File: config.mk
export PLATFORM = sky130hd
export DESIGN_NAME = key_opcode_encoder_flat
export DESIGN_NICKNAME = d
export VERILOG_FILES = /design/src/rtl/key_opcode_encoder_if.sv /design/src/rtl/key_opcode_encoder.sv /design/src/flat_wrapper.sv
export SDC_FILE = /design/constraint.sdc
export NUM_CORES = 1
export LEC_CHECK = 0
export CORE_MARGIN = 2
export CORE_UTILIZATION = 55
export CTS_CLUSTER_SIZE = 28
export DETAILED_ROUTE_END_ITERATION = 7
export PLACE_DENSITY = 0.78
export SLEW_MARGIN = 5
export SYNTH_ARGS = -nofsm -noshare
export SYNTH_HDL_FRONTEND = slang
export SYNTH_SLANG_ARGS = --single-unit
File: constraint.sdc
create_clock -name clk -period 2.59 [get_ports clk]
set_input_delay 0.518 -clock clk [delete_from_list [all_inputs] [get_ports clk]]
set_output_delay 0.518 -clock clk [all_outputs]
set_load 0.02 [all_outputs]
File: src/rtl/key_opcode_encoder_if.sv
// Key/operand bus between the calculator keypad front-end and its consumers.
// master drives the raw keys and switches; slave (the encoder) returns the opcode stream.
interface key_opcode_encoder_if #(
   parameter int NUM_WIDTH = 4
);
   logic                 btn_clear;
   logic                 btn_enter;
   logic                 btn_num;
   logic [3:0]           btn_op;
   logic [NUM_WIDTH-1:0] sw_num;
   logic [2:0]           op_code;
   logic                 op_strobe;
   logic [NUM_WIDTH-1:0] number_out;
   logic                 busy;

   modport master (
      output btn_clear, btn_enter, btn_num, btn_op, sw_num,
      input  op_code, op_strobe, number_out, busy
   );

   modport slave (
      input  btn_clear, btn_enter, btn_num, btn_op, sw_num,
      output op_code, op_strobe, number_out, busy
   );
endinterface

File: src/rtl/key_opcode_encoder.sv
// Debounced, priority-resolved keypad to 3-bit opcode encoder with one event per press.
// Define KEY_SYNC_EN to add a two-flop synchroniser on every raw key and switch input.
module key_opcode_encoder #(
   parameter int DEBOUNCE_CYCLES = 4,
   parameter int NUM_WIDTH       = 4
) (
   input  logic                 clk,
   input  logic                 reset,
   key_opcode_encoder_if.slave  keys
);

   typedef enum logic [2:0] {
      IDLE,
      PRESS_CHK,
      EMIT,
      HOLD,
      RELEASE_CHK
   } state_t;

   localparam logic [2:0]  OP_CLEAR  = 3'b000;
   localparam logic [2:0]  OP_NUMBER = 3'b001;
   localparam logic [2:0]  OP_ENTER  = 3'b010;
   localparam logic [2:0]  OP_ADD    = 3'b100;
   localparam logic [2:0]  OP_SUB    = 3'b101;
   localparam logic [2:0]  OP_MUL    = 3'b110;
   localparam logic [2:0]  OP_DIV    = 3'b111;
   localparam logic [15:0] CNT_LAST  = 16'(DEBOUNCE_CYCLES - 1);

   logic [6:0]           kv_raw;
   logic [6:0]           kv;
   logic [NUM_WIDTH-1:0] sw_use;

   assign kv_raw = {keys.btn_op, keys.btn_num, keys.btn_enter, keys.btn_clear};

`ifdef KEY_SYNC_EN
   logic [6:0]           kv_s1_reg;
   logic [6:0]           kv_s2_reg;
   logic [NUM_WIDTH-1:0] sw_s1_reg;
   logic [NUM_WIDTH-1:0] sw_s2_reg;

   always_ff @(posedge clk or posedge reset) begin
      if (reset) begin
         kv_s1_reg <= '0;
         kv_s2_reg <= '0;
         sw_s1_reg <= '0;
         sw_s2_reg <= '0;
      end else begin
         kv_s1_reg <= kv_raw;
         kv_s2_reg <= kv_s1_reg;
         sw_s1_reg <= keys.sw_num;
         sw_s2_reg <= sw_s1_reg;
      end
   end

   assign kv     = kv_s2_reg;
   assign sw_use = sw_s2_reg;
`else
   assign kv     = kv_raw;
   assign sw_use = keys.sw_num;
`endif

   // Highest-priority key wins: clear, enter, num, then add/sub/mul/div.
   function automatic logic [2:0] encode(input logic [6:0] snap);
      logic [2:0] code;
      code = OP_CLEAR;
      if (snap[0])      code = OP_CLEAR;
      else if (snap[1]) code = OP_ENTER;
      else if (snap[2]) code = OP_NUMBER;
      else if (snap[3]) code = OP_ADD;
      else if (snap[4]) code = OP_SUB;
      else if (snap[5]) code = OP_MUL;
      else if (snap[6]) code = OP_DIV;
      return code;
   endfunction

   state_t               state_reg,   state_next;
   logic [15:0]          cnt_reg,     cnt_next;
   logic [6:0]           snap_reg,    snap_next;
   logic [2:0]           op_code_reg, op_code_next;
   logic                 strobe_reg,  strobe_next;
   logic [NUM_WIDTH-1:0] num_reg,     num_next;
   logic [2:0]           snap_code;

   assign snap_code = encode(snap_reg);

   always_ff @(posedge clk or posedge reset) begin
      if (reset) begin
         state_reg   <= IDLE;
         cnt_reg     <= '0;
         snap_reg    <= '0;
         op_code_reg <= OP_CLEAR;
         strobe_reg  <= 1'b0;
         num_reg     <= '0;
      end else begin
         state_reg   <= state_next;
         cnt_reg     <= cnt_next;
         snap_reg    <= snap_next;
         op_code_reg <= op_code_next;
         strobe_reg  <= strobe_next;
         num_reg     <= num_next;
      end
   end

   always_comb begin
      state_next   = state_reg;
      cnt_next     = cnt_reg;
      snap_next    = snap_reg;
      op_code_next = op_code_reg;
      strobe_next  = 1'b0;
      num_next     = num_reg;
      case (state_reg)
         IDLE: begin
            if (kv != 7'd0) begin
               state_next = PRESS_CHK;
               snap_next  = kv;
               cnt_next   = 16'd1;
            end
         end
         PRESS_CHK: begin
            // Any change of pattern, including adding a key, restarts from IDLE.
            if (kv != snap_reg) begin
               state_next = IDLE;
               cnt_next   = '0;
            end else if (cnt_reg == CNT_LAST) begin
               state_next   = EMIT;
               cnt_next     = '0;
               op_code_next = snap_code;
               strobe_next  = 1'b1;
               if (snap_code == OP_NUMBER)
                  num_next = sw_use;
            end else begin
               cnt_next = cnt_reg + 16'd1;
            end
         end
         EMIT: begin
            state_next = HOLD;
         end
         HOLD: begin
            if (kv == 7'd0) begin
               state_next = RELEASE_CHK;
               cnt_next   = 16'd1;
            end
         end
         RELEASE_CHK: begin
            if (kv != 7'd0) begin
               state_next = HOLD;
            end else if (cnt_reg == CNT_LAST) begin
               state_next = IDLE;
               cnt_next   = '0;
            end else begin
               cnt_next = cnt_reg + 16'd1;
            end
         end
         default: begin
            state_next = IDLE;
            cnt_next   = '0;
         end
      endcase
   end

   assign keys.op_code    = op_code_reg;
   assign keys.op_strobe  = strobe_reg;
   assign keys.number_out = num_reg;
   assign keys.busy       = (state_reg != IDLE);

endmodule

File: src/flat_wrapper.sv
// flat-port wrapper written by rule: the top's interface ports become plain ports
module key_opcode_encoder_flat 
#(
   parameter int DEBOUNCE_CYCLES = 4,
   parameter int NUM_WIDTH       = 4
)
  (clk, reset, keys_btn_clear, keys_btn_enter, keys_btn_num, keys_btn_op, keys_sw_num, keys_op_code, keys_op_strobe, keys_number_out, keys_busy);
  key_opcode_encoder_if #(.NUM_WIDTH(NUM_WIDTH)) keys_i ();
  input  logic clk;
  input  logic reset;
  input wire logic [$bits(keys_i.btn_clear)-1:0] keys_btn_clear;
  input wire logic [$bits(keys_i.btn_enter)-1:0] keys_btn_enter;
  input wire logic [$bits(keys_i.btn_num)-1:0] keys_btn_num;
  input wire logic [$bits(keys_i.btn_op)-1:0] keys_btn_op;
  input wire logic [$bits(keys_i.sw_num)-1:0] keys_sw_num;
  output wire logic [$bits(keys_i.op_code)-1:0] keys_op_code;
  output wire logic [$bits(keys_i.op_strobe)-1:0] keys_op_strobe;
  output wire logic [$bits(keys_i.number_out)-1:0] keys_number_out;
  output wire logic [$bits(keys_i.busy)-1:0] keys_busy;
  assign keys_i.btn_clear = keys_btn_clear;
  assign keys_i.btn_enter = keys_btn_enter;
  assign keys_i.btn_num = keys_btn_num;
  assign keys_i.btn_op = keys_btn_op;
  assign keys_i.sw_num = keys_sw_num;
  assign keys_op_code = keys_i.op_code;
  assign keys_op_strobe = keys_i.op_strobe;
  assign keys_number_out = keys_i.number_out;
  assign keys_busy = keys_i.busy;
  key_opcode_encoder #(.DEBOUNCE_CYCLES(DEBOUNCE_CYCLES), .NUM_WIDTH(NUM_WIDTH)) u_core (.clk(clk), .reset(reset), .keys(keys_i));
endmodule
==> impl_results.md <==
- Gr usage total: 24.3%
- Max-slew headroom: 50.0%
- ANT nets after route: 0
- Comb pwr share: 30.2%
- Setup TNS: 0 ps
- CTS Sinks: 34
- Crit path DAT: 2710 ps
- EDFF count, synth: 0
- Post-synth top cells: dfrtp_1, a21oi_1, mux2_2, nor2_1, nand2_1
- Type of origin of the critical path: input port
- YS warnings: 0
- Switching pwr: 538 uW
- RSZ-0062 raised after global routing: no
- Final WL: 4540 microns
- Worst Hold Slack: 517 ps
- Worst min path class: register to register
- Core area: 3360 sq um
- Starting DRT DRC Count: 118
- Router iterations before antenna repair: 5
- Root buf cell: clkbuf_4
- Die area: 4010 sq um
- Die Wd: 63.3 microns
- Crit Path Class: input port to register
- H-tree levels: 2
- Share of the synthesized area in the top cell type: 44.0%
- P&R area growth vs syn: 23.1%
- Hold_buf cts: 0
- # IOs: 22
- Maximum clock insertion buffer count: 2
- DRC Markers: 0
- Filler instances: 272
- Pint: 1020 uW
- N_diodes: 0
- Final Hold Viols: 0
- DRT met1 WL: 1710 microns
- Synthesized area: 1940 sq um
- Post-CTS sizing: 0
- Crit end category: register
- Syn_nets: 211
- Final Slew Violations: 0
- Clock Pin Slew Worst Setup and Hold Paths: 110 ps
- Clock Latency Late Sink: 330 ps
- RePlAce Congestion: 0.908
- Met2 Wirelength: 2550 microns
- Wire length per cell: 16.0 microns
- Register area share after synthesis: 44.0%
- Setup bufs post-CTS: 0
- Ys async rst share: 100%
- Synth unique cells: 50
- Slew at the pin with the worst max-slew slack: 732 ps
- Num CTS Buffers: 5
- Largest register FFs: 16
- Peak VDD IR: 0.000472 V
- Met3 WL: 232 microns
- Max-cap violation count: 0
- Clock power share: 23.4%
- Share of power burned in registers: 46.4%
- Status: completed
- DR top layer: met4
- Final worst-path cycle share: 94.3%
- Worst-path fanout max: 12
- Data required time of the critical path: 2850 ps
- Vias in the first global route: 1788
- Layout cell share with drive strength beyond 1: 21.8%
- Routed vias: 1762
- Initial Utilization: 57.6%
- Final min period: 2440 ps
- TritonCTS clock tree: yes
- Flops & latches, synth: 34
- Site Rows: 21
- Die height: 63.3 microns
- Via density: 6.20
- Count leader, synth: dfrtp_1
- Cell taking the most area after synthesis: dfrtp_1
- Initial antenna violation count: 0
- Layout Utilization: 70.8%
- Gr ovfl total: 0
- Port bufs: 21
- Dominant cells by area after synthesis: dfrtp_1, mux2_2, a21oi_1
- Post-Synthesis Cells: 197
- Avg Cell Area, Syn: 9.83 sq um
- Layout Skew: 4.37 ps
- Sw Share: 34.6%
- Fmax: 0.410 GHz
- HPWL after detailed placement: 3420 microns
- First-pass GRT wire length: 7690 microns
- Primary FF master, synth: dfrtp_1
- LEAKAGE: 0.000973 uW
- Largest net degree at the start of global routing: 35
- Setup violators final: 0
- Nets: 251
- Cell Pwr Density: 653 nW/um^2
==> logic make-up after synthesis <==
family                     after synthesis  synth area share (%)
xor gates and xnor gates                 7                  3.17
muxes                                   12                  6.98
adders and majority gates                1                 0.646
buffers and inverters                   16                  4.20
AOI/OAI and AO/OA                       47                  15.5
and+or+nand+nor                         80                  25.5
DFF                                     34                  44.0
==> cells in the final DEF, fill, tap and decap left out, types with 4 or more instances in the layout <==
cell	n
a21oi_1	19
nand2_1	11
buf_4	18
nor2_1	11
nand4_1	6
dfrtp_1	34
o21ai_0	9
nand3_1	7
inv_1	10
or3_1	7
nor3_1	5
clkbuf_4	5
xor2_1	4
clkdlybuf4s50_1	21
nor4_1	6
mux2_2	12
==> worst max-delay path: stages <==
cell and delay (ps):
clkdlybuf4s50_1 500, nor4_4 360, a21oi_1 170, or4_4 630, or3_1 370, a21oi_1 140
==> per-stage QoR <==
step                cells  instance area, sq um  total power [uW]  worst slack (ps)
floorplan             197                  1940              1010               468
global placement      276                  2290              1140              -129
detailed placement    276                  2290              1180              -245
CTS                   284                  2370              1540              93.9
global route          284                  2380              1650              64.3
finish                284                  2380              1560               148
==> worst paths after layout <==
path                       depth (start not counted)                                    end  slack [ps]                                  start
setup / recovery                                   6          u_core.cnt_reg[8]$_DFFE_PP0P_         150                           keys_btn_num
hold / removal                                     1  u_core.keys.number_out[3]$_DFFE_PP0P_         520  u_core.keys.number_out[3]$_DFFE_PP0P_
setup reg to reg                                   6          u_core.cnt_reg[9]$_DFFE_PP0P_         320          u_core.cnt_reg[1]$_DFFE_PP0P_
hold reg to reg                                    1  u_core.keys.number_out[3]$_DFFE_PP0P_         520  u_core.keys.number_out[3]$_DFFE_PP0P_
max in group asynchronous                          3          u_core.cnt_reg[6]$_DFFE_PP0P_        1710                                  reset
min in group asynchronous                          3         u_core.cnt_reg[13]$_DFFE_PP0P_         580                                  reset
==> metal layers <==
metal,vias up,GRT usage [%]
li1,825,-
met1,863,26.2
met2,67,46.4
met3,7,4.64
met4,0,8.70
met5,-,0
==> power by group through the flow <==
stage	Combinational (uW)	Clock, uW	Sequential, uW
global route	522	394	732
global placement	428	0	713
CTS	460	367	713
finish	469	365	722
detailed placement	455	0	722
floorplan	309	0	701
==> area by class of cell <==
cell class,instances,area (sq um),share of cell area [%]
inverters,10,37.5,1.58
clock buffers,8,78.8,3.31
flip-flops and latches,34,851,35.7
multi-input cells,147,1010,42.5
repair buffers,39,345,14.5
well taps,46,57.6,2.42
(Power assumes the default switching activity.)
